==> src/rtl/muldiv_unit_if.sv <==
// rtl/muldiv_unit_if.sv - issue/result bundle between the EX stage and the multiply/divide unit
interface muldiv_unit_if #(
    parameter int WIDTH = 32
);
    logic             start_i;
    logic [1:0]       op_i;
    logic [WIDTH-1:0] data1_i;
    logic [WIDTH-1:0] data2_i;
    logic             flush_i;
    logic             busy_o;
    logic             done_o;
    logic             div_by_zero_o;
    logic [WIDTH-1:0] hi_o;
    logic [WIDTH-1:0] lo_o;

    modport master (
        output start_i, op_i, data1_i, data2_i, flush_i,
        input  busy_o, done_o, div_by_zero_o, hi_o, lo_o
    );

    modport slave (
        input  start_i, op_i, data1_i, data2_i, flush_i,
        output busy_o, done_o, div_by_zero_o, hi_o, lo_o
    );
endinterface

==> src/rtl/muldiv_unit.sv <==
// rtl/muldiv_unit.sv - iterative MULT/MULTU/DIV/DIVU unit with HI/LO result registers
module muldiv_unit #(
    parameter  int WIDTH = 32,
    localparam int CNT_W = $clog2(WIDTH + 1)
) (
    input  logic          clk_i,
    input  logic          rst_i,
    muldiv_unit_if.slave  bus
);
    typedef enum logic [1:0] {IDLE, MUL, DIV, FIX} state_t;

    state_t             state;
    logic [CNT_W-1:0]   cnt;
    logic [2*WIDTH-1:0] acc;
    logic [WIDTH-1:0]   b_mag;
    logic               prod_neg;
    logic               quo_neg;
    logic               rem_neg;
    logic               dbz;
    logic               is_div;

    logic               sign1;
    logic               sign2;
    logic [WIDTH-1:0]   mag1;
    logic [WIDTH-1:0]   mag2;
    logic [WIDTH:0]     mul_sum;
    logic [2*WIDTH-1:0] mul_next;
    logic [WIDTH:0]     div_shift;
    logic [WIDTH:0]     div_diff;
    logic [2*WIDTH-1:0] div_next;
    logic [2*WIDTH-1:0] acc_neg;
    logic [WIDTH-1:0]   fix_hi;
    logic [WIDTH-1:0]   fix_lo;
    logic               last_iter;

    always_comb begin
        sign1 = bus.op_i[0] & bus.data1_i[WIDTH-1];
        sign2 = bus.op_i[0] & bus.data2_i[WIDTH-1];
        mag1  = sign1 ? -bus.data1_i : bus.data1_i;
        mag2  = sign2 ? -bus.data2_i : bus.data2_i;
        last_iter = (cnt == CNT_W'(WIDTH - 1));

        // acc holds {partial product, remaining multiplier bits}; the add carries into bit WIDTH
        mul_sum  = {1'b0, acc[2*WIDTH-1:WIDTH]} + (acc[0] ? {1'b0, b_mag} : {(WIDTH+1){1'b0}});
        mul_next = {mul_sum, acc[WIDTH-1:1]};

        // acc holds {partial remainder, dividend bits shifting into quotient bits}
        div_shift = {acc[2*WIDTH-1:WIDTH], acc[WIDTH-1]};
        div_diff  = div_shift - {1'b0, b_mag};
        div_next  = div_diff[WIDTH] ? {div_shift[WIDTH-1:0], acc[WIDTH-2:0], 1'b0}
                                    : {div_diff[WIDTH-1:0],  acc[WIDTH-2:0], 1'b1};

        acc_neg = -acc;
        fix_hi  = acc[2*WIDTH-1:WIDTH];
        fix_lo  = acc[WIDTH-1:0];
        if (dbz) begin
            fix_hi = acc[2*WIDTH-1:WIDTH];
            fix_lo = acc[WIDTH-1:0];
        end else if (is_div) begin
            fix_hi = rem_neg ? -acc[2*WIDTH-1:WIDTH] : acc[2*WIDTH-1:WIDTH];
            fix_lo = quo_neg ? -acc[WIDTH-1:0] : acc[WIDTH-1:0];
        end else if (prod_neg) begin
            fix_hi = acc_neg[2*WIDTH-1:WIDTH];
            fix_lo = acc_neg[WIDTH-1:0];
        end
    end

    always_ff @(posedge clk_i) begin
        if (!rst_i) begin
            state             <= IDLE;
            cnt               <= '0;
            acc               <= '0;
            b_mag             <= '0;
            prod_neg          <= 1'b0;
            quo_neg           <= 1'b0;
            rem_neg           <= 1'b0;
            dbz               <= 1'b0;
            is_div            <= 1'b0;
            bus.busy_o        <= 1'b0;
            bus.done_o        <= 1'b0;
            bus.div_by_zero_o <= 1'b0;
            bus.hi_o          <= '0;
            bus.lo_o          <= '0;
        end else begin
            bus.done_o        <= 1'b0;
            bus.div_by_zero_o <= 1'b0;
            case (state)
                IDLE: begin
                    if (bus.start_i && !bus.flush_i) begin
                        cnt        <= '0;
                        prod_neg   <= sign1 ^ sign2;
                        quo_neg    <= sign1 ^ sign2;
                        rem_neg    <= sign1;
                        is_div     <= bus.op_i[1];
                        dbz        <= 1'b0;
                        b_mag      <= mag2;
                        bus.busy_o <= 1'b1;
                        if (!bus.op_i[1]) begin
                            acc   <= {{WIDTH{1'b0}}, mag2};
                            b_mag <= mag1;
                            state <= MUL;
                        end else if (bus.data2_i != '0) begin
                            acc   <= {{WIDTH{1'b0}}, mag1};
                            state <= DIV;
                        end else begin
                            // preload the architectural div-by-zero result so FIX just copies it out
                            acc   <= {bus.data1_i, {WIDTH{1'b1}}};
                            dbz   <= 1'b1;
                            state <= FIX;
                        end
                    end
                end
                MUL, DIV: begin
                    if (bus.flush_i) begin
                        state      <= IDLE;
                        bus.busy_o <= 1'b0;
                    end else begin
                        acc <= (state == MUL) ? mul_next : div_next;
                        cnt <= cnt + 1'b1;
                        if (last_iter) state <= FIX;
                    end
                end
                FIX: begin
                    state      <= IDLE;
                    bus.busy_o <= 1'b0;
                    if (!bus.flush_i) begin
                        bus.hi_o          <= fix_hi;
                        bus.lo_o          <= fix_lo;
                        bus.done_o        <= 1'b1;
                        bus.div_by_zero_o <= dbz;
                    end
                end
                default: begin
                    state      <= IDLE;
                    bus.busy_o <= 1'b0;
                end
            endcase
        end
    end
endmodule
==> src/flat_wrapper.sv <==
// flat-port wrapper written by rule: the top's interface ports become plain ports
module muldiv_unit_flat 
#(
    parameter  int WIDTH = 32,
    localparam int CNT_W = $clog2(WIDTH + 1)
)
  (clk_i, rst_i, bus_start_i, bus_op_i, bus_data1_i, bus_data2_i, bus_flush_i, bus_busy_o, bus_done_o, bus_div_by_zero_o, bus_hi_o, bus_lo_o);
  muldiv_unit_if #(.WIDTH(WIDTH)) bus_i ();
  input  logic clk_i;
  input  logic rst_i;
  input wire logic [$bits(bus_i.start_i)-1:0] bus_start_i;
  input wire logic [$bits(bus_i.op_i)-1:0] bus_op_i;
  input wire logic [$bits(bus_i.data1_i)-1:0] bus_data1_i;
  input wire logic [$bits(bus_i.data2_i)-1:0] bus_data2_i;
  input wire logic [$bits(bus_i.flush_i)-1:0] bus_flush_i;
  output wire logic [$bits(bus_i.busy_o)-1:0] bus_busy_o;
  output wire logic [$bits(bus_i.done_o)-1:0] bus_done_o;
  output wire logic [$bits(bus_i.div_by_zero_o)-1:0] bus_div_by_zero_o;
  output wire logic [$bits(bus_i.hi_o)-1:0] bus_hi_o;
  output wire logic [$bits(bus_i.lo_o)-1:0] bus_lo_o;
  assign bus_i.start_i = bus_start_i;
  assign bus_i.op_i = bus_op_i;
  assign bus_i.data1_i = bus_data1_i;
  assign bus_i.data2_i = bus_data2_i;
  assign bus_i.flush_i = bus_flush_i;
  assign bus_busy_o = bus_i.busy_o;
  assign bus_done_o = bus_i.done_o;
  assign bus_div_by_zero_o = bus_i.div_by_zero_o;
  assign bus_hi_o = bus_i.hi_o;
  assign bus_lo_o = bus_i.lo_o;
  muldiv_unit #(.WIDTH(WIDTH)) u_core (.clk_i(clk_i), .rst_i(rst_i), .bus(bus_i));
endmodule
==> config.mk <==
export PLATFORM = sky130hd
export DESIGN_NAME = muldiv_unit_flat
export DESIGN_NICKNAME = d
export VERILOG_FILES = /design/src/rtl/muldiv_unit_if.sv /design/src/rtl/muldiv_unit.sv /design/src/flat_wrapper.sv
export SDC_FILE = /design/constraint.sdc
export NUM_CORES = 1
export LEC_CHECK = 0
export CAP_MARGIN = 5
export CORE_AREA = 2 2 206 208
export DETAILED_ROUTE_END_ITERATION = 6
export DIE_AREA = 0 0 208 210
export GPL_TIMING_DRIVEN = 1
export SYNTH_ARGS = -nofsm -noshare
export SYNTH_HDL_FRONTEND = slang
export SYNTH_SLANG_ARGS = --single-unit
==> constraint.sdc <==
create_clock -name clk_i -period 4.3 [get_ports clk_i]
set_input_delay 0.43 -clock clk_i [delete_from_list [all_inputs] [get_ports clk_i]]
set_output_delay 0.43 -clock clk_i [all_outputs]
set_load 0.1 [all_outputs]
## Yosys cells after proc, flatten, opt, wreduce, memory -nomap -nowiden

Cells that the tools add are included.
Widths: inputs -> output; s select.

- Mux-type cells: 34
- Add/sub/neg operators: 8
- Bitwise logic cells: 6
- Reduce and logical (&&, ||, !) cells: 13
- Equality and inequality tests: 8

Operator list:

| kind | number |
|---|---|
| $mux 32 | 12 |
| $mux 64 | 6 |
| $neg 32->32 | 4 |
| $pmux 64 s2 | 1 |
| $neg 64->64 | 1 |
| $add 32x33->33 | 1 |
| $sub 33x32->33 | 1 |
| $reduce_bool 32->1 | 1 |
| $mux 6 | 2 |
| $pmux 6 s2 | 1 |
| $reduce_and 2->1 | 5 |
| $mux 2 | 4 |
| $add 6x1->6 const B | 1 |
| $eq 6x5->1 const B | 1 |
| $mux 1 | 6 |
| $pmux 2 s3 | 1 |
| $eq 2x2->1 const B | 2 |
| $ne 2x2->1 const B | 2 |
| $ne 3x2->1 const B | 1 |
| $not 1->1 | 3 |
| $pmux 1 s3 | 1 |
| $reduce_and 3->1 | 1 |
| $reduce_or 3->1 | 1 |
| $and 1x1->1 | 2 |
| 8 further kinds | 8 |

- Register bits after elaboration: 175
- Output and inout bits: 67
- Word-level logic and storage cells: 82

## Logic depth before layout (Yosys ltp)

Gate-level depths: netlist of run 1.

- Word-level depth: 6
- Depth in mapped cells: 14

## Worst setup path after synthesis of run 1

OpenSTA, ideal clock, no wires.

- Kind: register to register
- Start: reg u_core.acc[32]
- End: reg u_core.acc[53]
- Library setup time: 0.117 ns
- Path buffers: 2
- Period minus slack after synthesis: 3.264 ns
- Data arrival time: 3.147 ns
- Setup slack: 1.036 ns
- Stages on the path, launching flop included: 13
- Cells stage by stage: dfxtp_1 clkbuf_1 inv_1 fa_1 nand2b_1 a21oi_1 o211ai_1 a21boi_0 o211ai_1 nand3_1 buf_2 o211ai_1 a32o_1

- Longest elaborated chain between the ends: 5

Ends and longest elaborated chain:

| element | line | RTL |
|---|---|---|
| start: declaration | muldiv_unit.sv:14 | `logic [2*WIDTH-1:0] acc;` |
| start signal: assignment | muldiv_unit.sv:99 | `acc <= {{WIDTH{1'b0}}, mag2};` |
| start signal: assignment | muldiv_unit.sv:103 | `acc <= {{WIDTH{1'b0}}, mag1};` |
| start signal: assignment | muldiv_unit.sv:107 | `acc <= {bus.data1_i, {WIDTH{1'b1}}};` |
| $sub 33x32->33 | muldiv_unit.sv:49 | `div_diff = div_shift - {1'b0, b_mag};` |
| $mux 64 | muldiv_unit.sv:50 | `div_next = div_diff[WIDTH] ? {div_shift[WIDTH-1:0], acc[WIDTH-2:0], 1'b0}` |
| $mux 64 (*) | muldiv_unit.sv:118 | `acc <= (state == MUL) ? mul_next : div_next;` |
| $mux 64 (*) | muldiv_unit.sv:114 | `if (bus.flush_i) begin` |
| $pmux 64 s2 (*) | muldiv_unit.sv:87 | `case (state)` |

Every way passes the cells marked *; elsewhere a longest branch is shown, timed or not. The select of a mux whose other input is x is not followed.
A chain may end at the register's enable or synchronous reset.

## Worst setup path in the final report of run 1

- Start: reg u_core.acc[60]
- End: reg u_core.acc[42]

- Longest elaborated chain between the ends: 5

Ends and longest elaborated chain:

| element | line |
|---|---|
| $sub 33x32->33 | muldiv_unit.sv:49 |
| $mux 64 | muldiv_unit.sv:50 |
| $mux 64 | muldiv_unit.sv:118 |
| $mux 64 | muldiv_unit.sv:114 |
| $pmux 64 s2 | muldiv_unit.sv:87 |

No other way between the ends. The select of a mux whose other input is x is not followed.

==> results of run 1 <==
## worst paths after layout
check / cells after the start / startpoint / slack, ns / end
setup / recovery: 8 / u_core.acc[60]$_SDFFE_PN0P_ / 0.58 / u_core.acc[42]$_SDFFE_PN0P_
hold / removal: 2 / u_core.b_mag[11]$_SDFFE_PN0P_ / 0.46 / u_core.b_mag[11]$_SDFFE_PN0P_
setup reg to reg: 8 / u_core.acc[60]$_SDFFE_PN0P_ / 0.58 / u_core.acc[42]$_SDFFE_PN0P_
hold reg to reg: 2 / u_core.b_mag[11]$_SDFFE_PN0P_ / 0.46 / u_core.b_mag[11]$_SDFFE_PN0P_
## per-stage QoR
stage	hold WS (ns)	area (um2)	cells	worst slack [ns]
6_report	0.458	18100	2784	0.578
3_5_place_dp	0.449	17600	2753	0.388
2_1_floorplan	0.432	15500	2153	1.04
3_3_place_gp	0.443	17600	2753	0.367
5_1_grt	0.479	18100	2784	0.436
4_1_cts	0.458	18100	2784	0.656
## logic make-up after synthesis
| kind of cell | after synthesis |
|---|---|
| AND/OR/NAND/NOR | 747 |
| AO/OA/AOI/OAI | 734 |
| buffers and inverters | 209 |
| flip-flops | 175 |
| XOR/XNOR | 157 |
| adder cells (fa/ha/maj) | 74 |
| multiplexers | 57 |
## routing by layer
metal	vias up	wire length, um	global-route usage [%]
li1	8121	-	-
met1	8315	30300	44.0
met2	1018	27800	42.9
met3	103	7100	5.57
met4	0	1850	8.80
met5	-	0	0
## flip-flops by register name (all words and copies together) (netlist names)
signal and flops:
u_core.bus.done_o 1, u_core.bus.hi_o 32, u_core.dbz 1, u_core.b_mag 32, u_core.acc 64, u_core.cnt 6
u_core.bus.div_by_zero_o 1, u_core.state 2, u_core.rem_neg 1, u_core.bus.lo_o 32, u_core.is_div 1, u_core.bus.busy_o 1
u_core.prod_neg 1
## cells in the mapped netlist (14+ instances only)
master	number	area, um2
a211oi_1	86	646
a21o_1	28	210
a21oi_1	230	1150
a221oi_1	16	140
a31oi_1	36	225
and2_1	16	100
and3_1	16	100
clkbuf_1	125	469
dfxtp_1	175	3500
ha_1	72	901
inv_1	59	221
mux2_2	17	191
mux2i_1	40	400
nand2_1	186	698
nand3_1	51	255
nand4_1	23	144
nor2_1	258	968
nor3_1	56	280
nor4_1	26	163
o211ai_1	32	240
o21ai_0	145	726
o31ai_1	27	203
or3_1	29	181
or4_1	14	105
xnor2_1	78	683
xor2_1	79	692
## worst reg2reg max path, delay by kind of cell (launching register included)
| kind | cells | cell delay [ns] |
|---|---|---|
| multiplexers | 1 | 0.45 |
| AO/OA/AOI/OAI | 3 | 1.48 |
| flip-flops | 1 | 0.70 |
| adder cells (fa/ha/maj) | 1 | 0.39 |
| AND/OR/NAND/NOR | 2 | 0.40 |
| buffers and inverters | 1 | 0.26 |
## layout make-up
type | instances | area (um2) | area share [%]
multi-input cells | 1769 | 11200 | 61.9
flip-flops and latches | 175 | 3500 | 19.3
repair buffers | 208 | 1930 | 10.6
well taps | 539 | 674 | 3.72
clock buffers | 17 | 425 | 2.35
inverters | 62 | 234 | 1.29
clock inverters | 14 | 149 | 0.821
## power by group through the flow
stage / Clock [mW] / Sequential [mW] / Combinational, mW
finish: 1.58 / 2.18 / 7.76
global route: 1.65 / 2.21 / 8.23
floorplan: 0 / 2.33 / 4.86
global placement: 0 / 2.19 / 7.43
detailed placement: 0 / 2.20 / 7.45
CTS: 1.59 / 2.16 / 7.50
==> metrics.cfg, run 1 <==
[grt]
overflow = 0
first_global_vias = 15600
grtUsageTotal_pct = 29.6
grt_pass1_wl_um = 99600
grt_max_degree = 125
antenna_found_initial = 1

[cts]
cts-resized-gates = 0
htree_levels = 4
cts_hold_buf = 0
insertion_delay_ns = 0.46
cts_tree = done
cts_buffers = 17
postCtsSetupBuffers = 0
root_buffer = clkbuf_16
cts_sinks = 175
clock_path_buffers = 2
clk_pin_slew_worst_paths_ns = 0.08

[floorplanning]
core-area_mm2 = 0.0415
die_h_um = 210
die_w_um = 208
fp-row-count = 75
die-area_mm2 = 0.0437
io_pins = 137
initial_utilization_pct = 37.5

[logic_synthesis]
synth_adder_area_share_pct = 6.05
ys_ff_latch = 175
ys_warn_count = 0
netlist-cell-type-count = 94
synth.mux.area_fraction_pct = 3.81
synth_edf_count = 0
synth_compound_area_share_pct = 30.3
synth_cells = 2153
async_reset_ff_share_pct = 0
synth-xor-area-share_pct = 8.84
synthSimpleGateAreaFrac_pct = 23.0
synth_top_family_by_area = compound AO/OA/AOI/OAI gates
syn_nets = 2297
yosysSeqAreaShare_pct = 22.5
synth_ff_type = dfxtp_1
netlist_area_mm2 = 0.0155
syn_area_per_cell_um2 = 7.22

[sta]
maxSlewViolCount = 0
rsz0062_at_grt = false
worst_slew_pin_slew_ns = 1.01
hold_viol = 0
max_freq_mhz = 269
skew_ns = 0.0163
setup_viol = 0
max_slew_margin_pct = 32.3
tns_ns = 0
period_share_pct = 86.6
fin_crit_ns = 3.72

[outcome]
outcome = finished, final reports clean

[setup_path]
worstPathCellList = ha_1 -> nand4_1 -> a2111oi_1 -> o211ai_1 -> nand3_1 -> buf_4 -> mux2i_1 -> o21a_1
criticalPathCategory = reg -> reg
cp.buffers_inverters = 1
cpMaxStageDelayCell = a2111oi_1
worstPathMaxFanout = 11
cp_top_family = compound AO/OA/AOI/OAI gates
cp.required_ns = 4.70
cp.arrival_ns = 4.12
slowest_delay_ns = 0.87
worstSetupStartpointType = register
endpoint_kind = register

[job]
maxCapViolations = 0

[power_and_ir_drop]
p_int_mw = 5.30
switchingPower_mw = 6.21
p_leak_nw = 6.69
sw_frac_of_total_pct = 54.0
clkPwrFrac_pct = 13.7
combPwrFrac_pct = 67.4
seq_power_share_pct = 18.9
powerDensity_mw_per_mm2 = 635
power_mw = 11.5
ir_drop_uv = 386

[routing]
antenna_left = 0
wire_per_inst_um = 24.1
routed_wl_um = 67100
drt_pass1_iterations = 6
vias = 17600
post-route-drc-count = 0
drt_iter0_markers = 2203
vias_per_cell = 6.31

[place]
hpwl_um = 52400
port_buffers = 136
gp_congestion = 1.02

[finish]
finalNetCount = 2377
antenna_cells = 0
final_common_cell = nor2_1
final_cell_mix = nor2_1, a21oi_1, nand2_1, dfxtp_1, o21ai_0
area_delta_synth_final_pct = 16.6
drive_above_1_share_pct = 7.17
final_core_util_pct = 43.7
fill_cells = 4272

[min_path]
hp-class = reg -> reg

Note: power is estimated with default switching activity, not from simulation.
==> inputs of run 2 (changes only) <==
==> constraint.sdc (replaced) <==
create_clock -name clk_i -period 3.6 [get_ports clk_i]
set_input_delay 0.36 -clock clk_i [delete_from_list [all_inputs] [get_ports clk_i]]
set_output_delay 0.36 -clock clk_i [all_outputs]
set_load 0.1 [all_outputs]
==> run 2 against run 1 <==
Against the previous run:
- first-iteration DRC count decreased by 9.5%
- clock-buffer cell count increased by 1
- largest cell class unchanged
- die area unchanged
- final cell count increased by 3.3%
- critical endpoint is now u_core.acc[43]$_SDFFE_PN0P_
- combinational power increased by 25%
- clock power increased by 33%
- sequential share of layout area decreased by 0.81 points
- critical path type unchanged
==> metrics.cfg, run 2 (same netlist as run 1, synthesis figures left out) <==
[outcome]
outcome = finished, final reports clean

[routing]
routed_wl_um = 68400  ; +2.0%
wire_per_inst_um = 23.8  ; -1.3%
post-route-drc-count = 0  ; unchanged
vias_per_cell = 6.22  ; -1.4%
drt_iter0_markers = 1993  ; -9.5%
antenna_left = 0  ; unchanged
vias = 17900  ; +1.8%
drt_pass1_iterations = 6  ; unchanged

[finish]
final_common_cell = nor2_1
regMostFlops = u_core.acc
area_delta_synth_final_pct = 21.7
largest_register_ffs = 64  ; unchanged
drive_above_1_share_pct = 10.8  ; +3.7 points
finalNetCount = 2467  ; +3.8%
finalInstanceArea_mm2 = 0.0189  ; +4.4%
antenna_cells = 0  ; unchanged
final_cell_mix = nor2_1, a21oi_1, nand2_1, dfxtp_1, buf_4
instances_no_fill = 2875  ; +3.3%
fill_cells = 4289  ; +0.40%

[place]
port_buffers = 136  ; unchanged
place_ws_ns = 0.141  ; -0.247 ns
place_inst = 2843  ; +3.3%
gp_congestion = 1.04  ; +2.1%
hpwl_um = 54500  ; +4.0%
postPlaceCellArea_mm2 = 0.0183  ; +4.1%

[cts]
htree_levels = 4  ; unchanged
root_buffer = clkbuf_16
cts_tree = done
postCtsSetupBuffers = 0  ; unchanged
cts_hold_buf = 0  ; unchanged
clock_path_buffers = 2  ; unchanged
insertion_delay_ns = 0.47  ; about the same
cts-resized-gates = 0  ; unchanged
clk_pin_slew_worst_paths_ns = 0.09  ; about the same
cts_sinks = 175  ; unchanged
cts_buffers = 17  ; unchanged

[sta]
period_share_pct = 95.3  ; +8.7 points
maxSlewViolCount = 0  ; unchanged
rsz0062_at_grt = false
fin_crit_ns = 3.43  ; -0.292 ns
fin_ws_ns = 0.170  ; -0.408 ns
tns_ns = 0  ; unchanged
max_slew_margin_pct = 31.9  ; -0.38 points
worst_slew_pin_slew_ns = 1.02  ; +0.00565 ns
max_freq_mhz = 292  ; +8.5%
hold_viol = 0  ; unchanged
skew_ns = 0.0262  ; +0.00991 ns
setup_viol = 0  ; unchanged

[min_path]
hp-class = in -> reg

[floorplanning]
die_h_um = 210  ; unchanged
core-area_mm2 = 0.0415  ; unchanged
initial_utilization_pct = 37.5  ; unchanged
die-area_mm2 = 0.0437  ; unchanged
die_w_um = 208  ; unchanged
fp-row-count = 75  ; unchanged
io_pins = 137  ; unchanged

[power_and_ir_drop]
power_mw = 14.4  ; +25%
powerDensity_mw_per_mm2 = 760  ; +20%
p_leak_nw = 7.18  ; +7.4%
ir_drop_uv = 691  ; +79%

[job]
maxCapViolations = 0  ; unchanged

[setup_path]
criticalPathCategory = reg -> reg
cp.required_ns = 3.96  ; -0.74 ns
worstPathMaxFanout = 15  ; +4
cp.arrival_ns = 3.78  ; -0.34 ns
endpoint_kind = register
worstSetupStartpointType = register

[grt]
antenna_found_initial = 1  ; unchanged
overflow = 0  ; unchanged
grtUsageTotal_pct = 30.3  ; +0.77 points
first_global_vias = 16300  ; +4.6%
grt_max_degree = 124  ; -0.80%
grt_pass1_wl_um = 102000  ; +2.2%

## run 2: cell types whose count changed in the layout (fill, tap and decap cells not counted)
cell,previous run,this run
clkbuf_1,0,1
bufinv_16,0,3
inv_8,5,4
a31oi_2,0,1
o21ai_0,145,144
clkinvlp_4,1,0
inv_6,2,3
buf_12,3,6
o21ai_1,2,3
clkinv_4,4,2
a31oi_1,36,35
a211oi_2,1,2
buf_4,69,156
a211oi_1,86,85
## run 2: per-stage QoR
step | hold slack (ns) | util [%]
2_1_floorplan | 0.432 | -
6_report | 0.438 | 45.6
3_3_place_gp | 0.444 | 44.1
3_5_place_dp | 0.450 | 44.1
4_1_cts | 0.424 | 45.6
5_1_grt | 0.435 | 45.6
## run 2: metal layers
| layer | GRT usage [%] | up-vias | part of all wire, % |
|---|---|---|---|
| li1 | - | 8284 | - |
| met1 | 42.9 | 8468 | 44 |
| met2 | 44.6 | 990 | 41 |
| met3 | 6.76 | 138 | 11 |
| met4 | 12.0 | 0 | 4.1 |
| met5 | 0 | - | 0 |
## run 2: power breakdown
group	leakage [nW]	switching, mW	internal (mW)
logic	5.45	6.14	3.55
clock network	0.313	0.970	1.13
registers	1.42	0.373	2.22
## run 2: layout make-up
| class | count | area [um2] | share of cell area, % |
|---|---|---|---|
| clock buffers | 18 | 429 | 2.27 |
| clock inverters | 14 | 211 | 1.12 |
| inverters | 62 | 234 | 1.24 |
| multi-input cells | 1769 | 11200 | 59.3 |
| flip-flops and latches | 175 | 3500 | 18.5 |
| well taps | 539 | 674 | 3.56 |
| repair buffers | 298 | 2640 | 14.0 |
## run 2: worst paths after layout
check | startpoint | endpoint | slack, ns | depth (start not counted)
worst min register to register | u_core.b_mag[7]$_SDFFE_PN0P_ | u_core.b_mag[7]$_SDFFE_PN0P_ | 0.46 | 2
worst max-delay path | u_core.acc[60]$_SDFFE_PN0P_ | u_core.acc[43]$_SDFFE_PN0P_ | 0.17 | 10
worst max register to register | u_core.acc[60]$_SDFFE_PN0P_ | u_core.acc[43]$_SDFFE_PN0P_ | 0.17 | 10
worst min-delay path | rst_i | u_core.bus.hi_o[1]$_SDFFE_PN0P_ | 0.44 | 2
## run 2: critical path, cell delays in order, from the launching register on
cell and delay (ns):
dfxtp_1 0.58, ha_1 0.41, a21oi_1 0.24, o21ai_0 0.20
a21oi_1 0.38, nor2_1 0.11, a21o_1 0.29, nor3_2 0.33
buf_12 0.21, mux2_2 0.35, o21ba_2 0.19
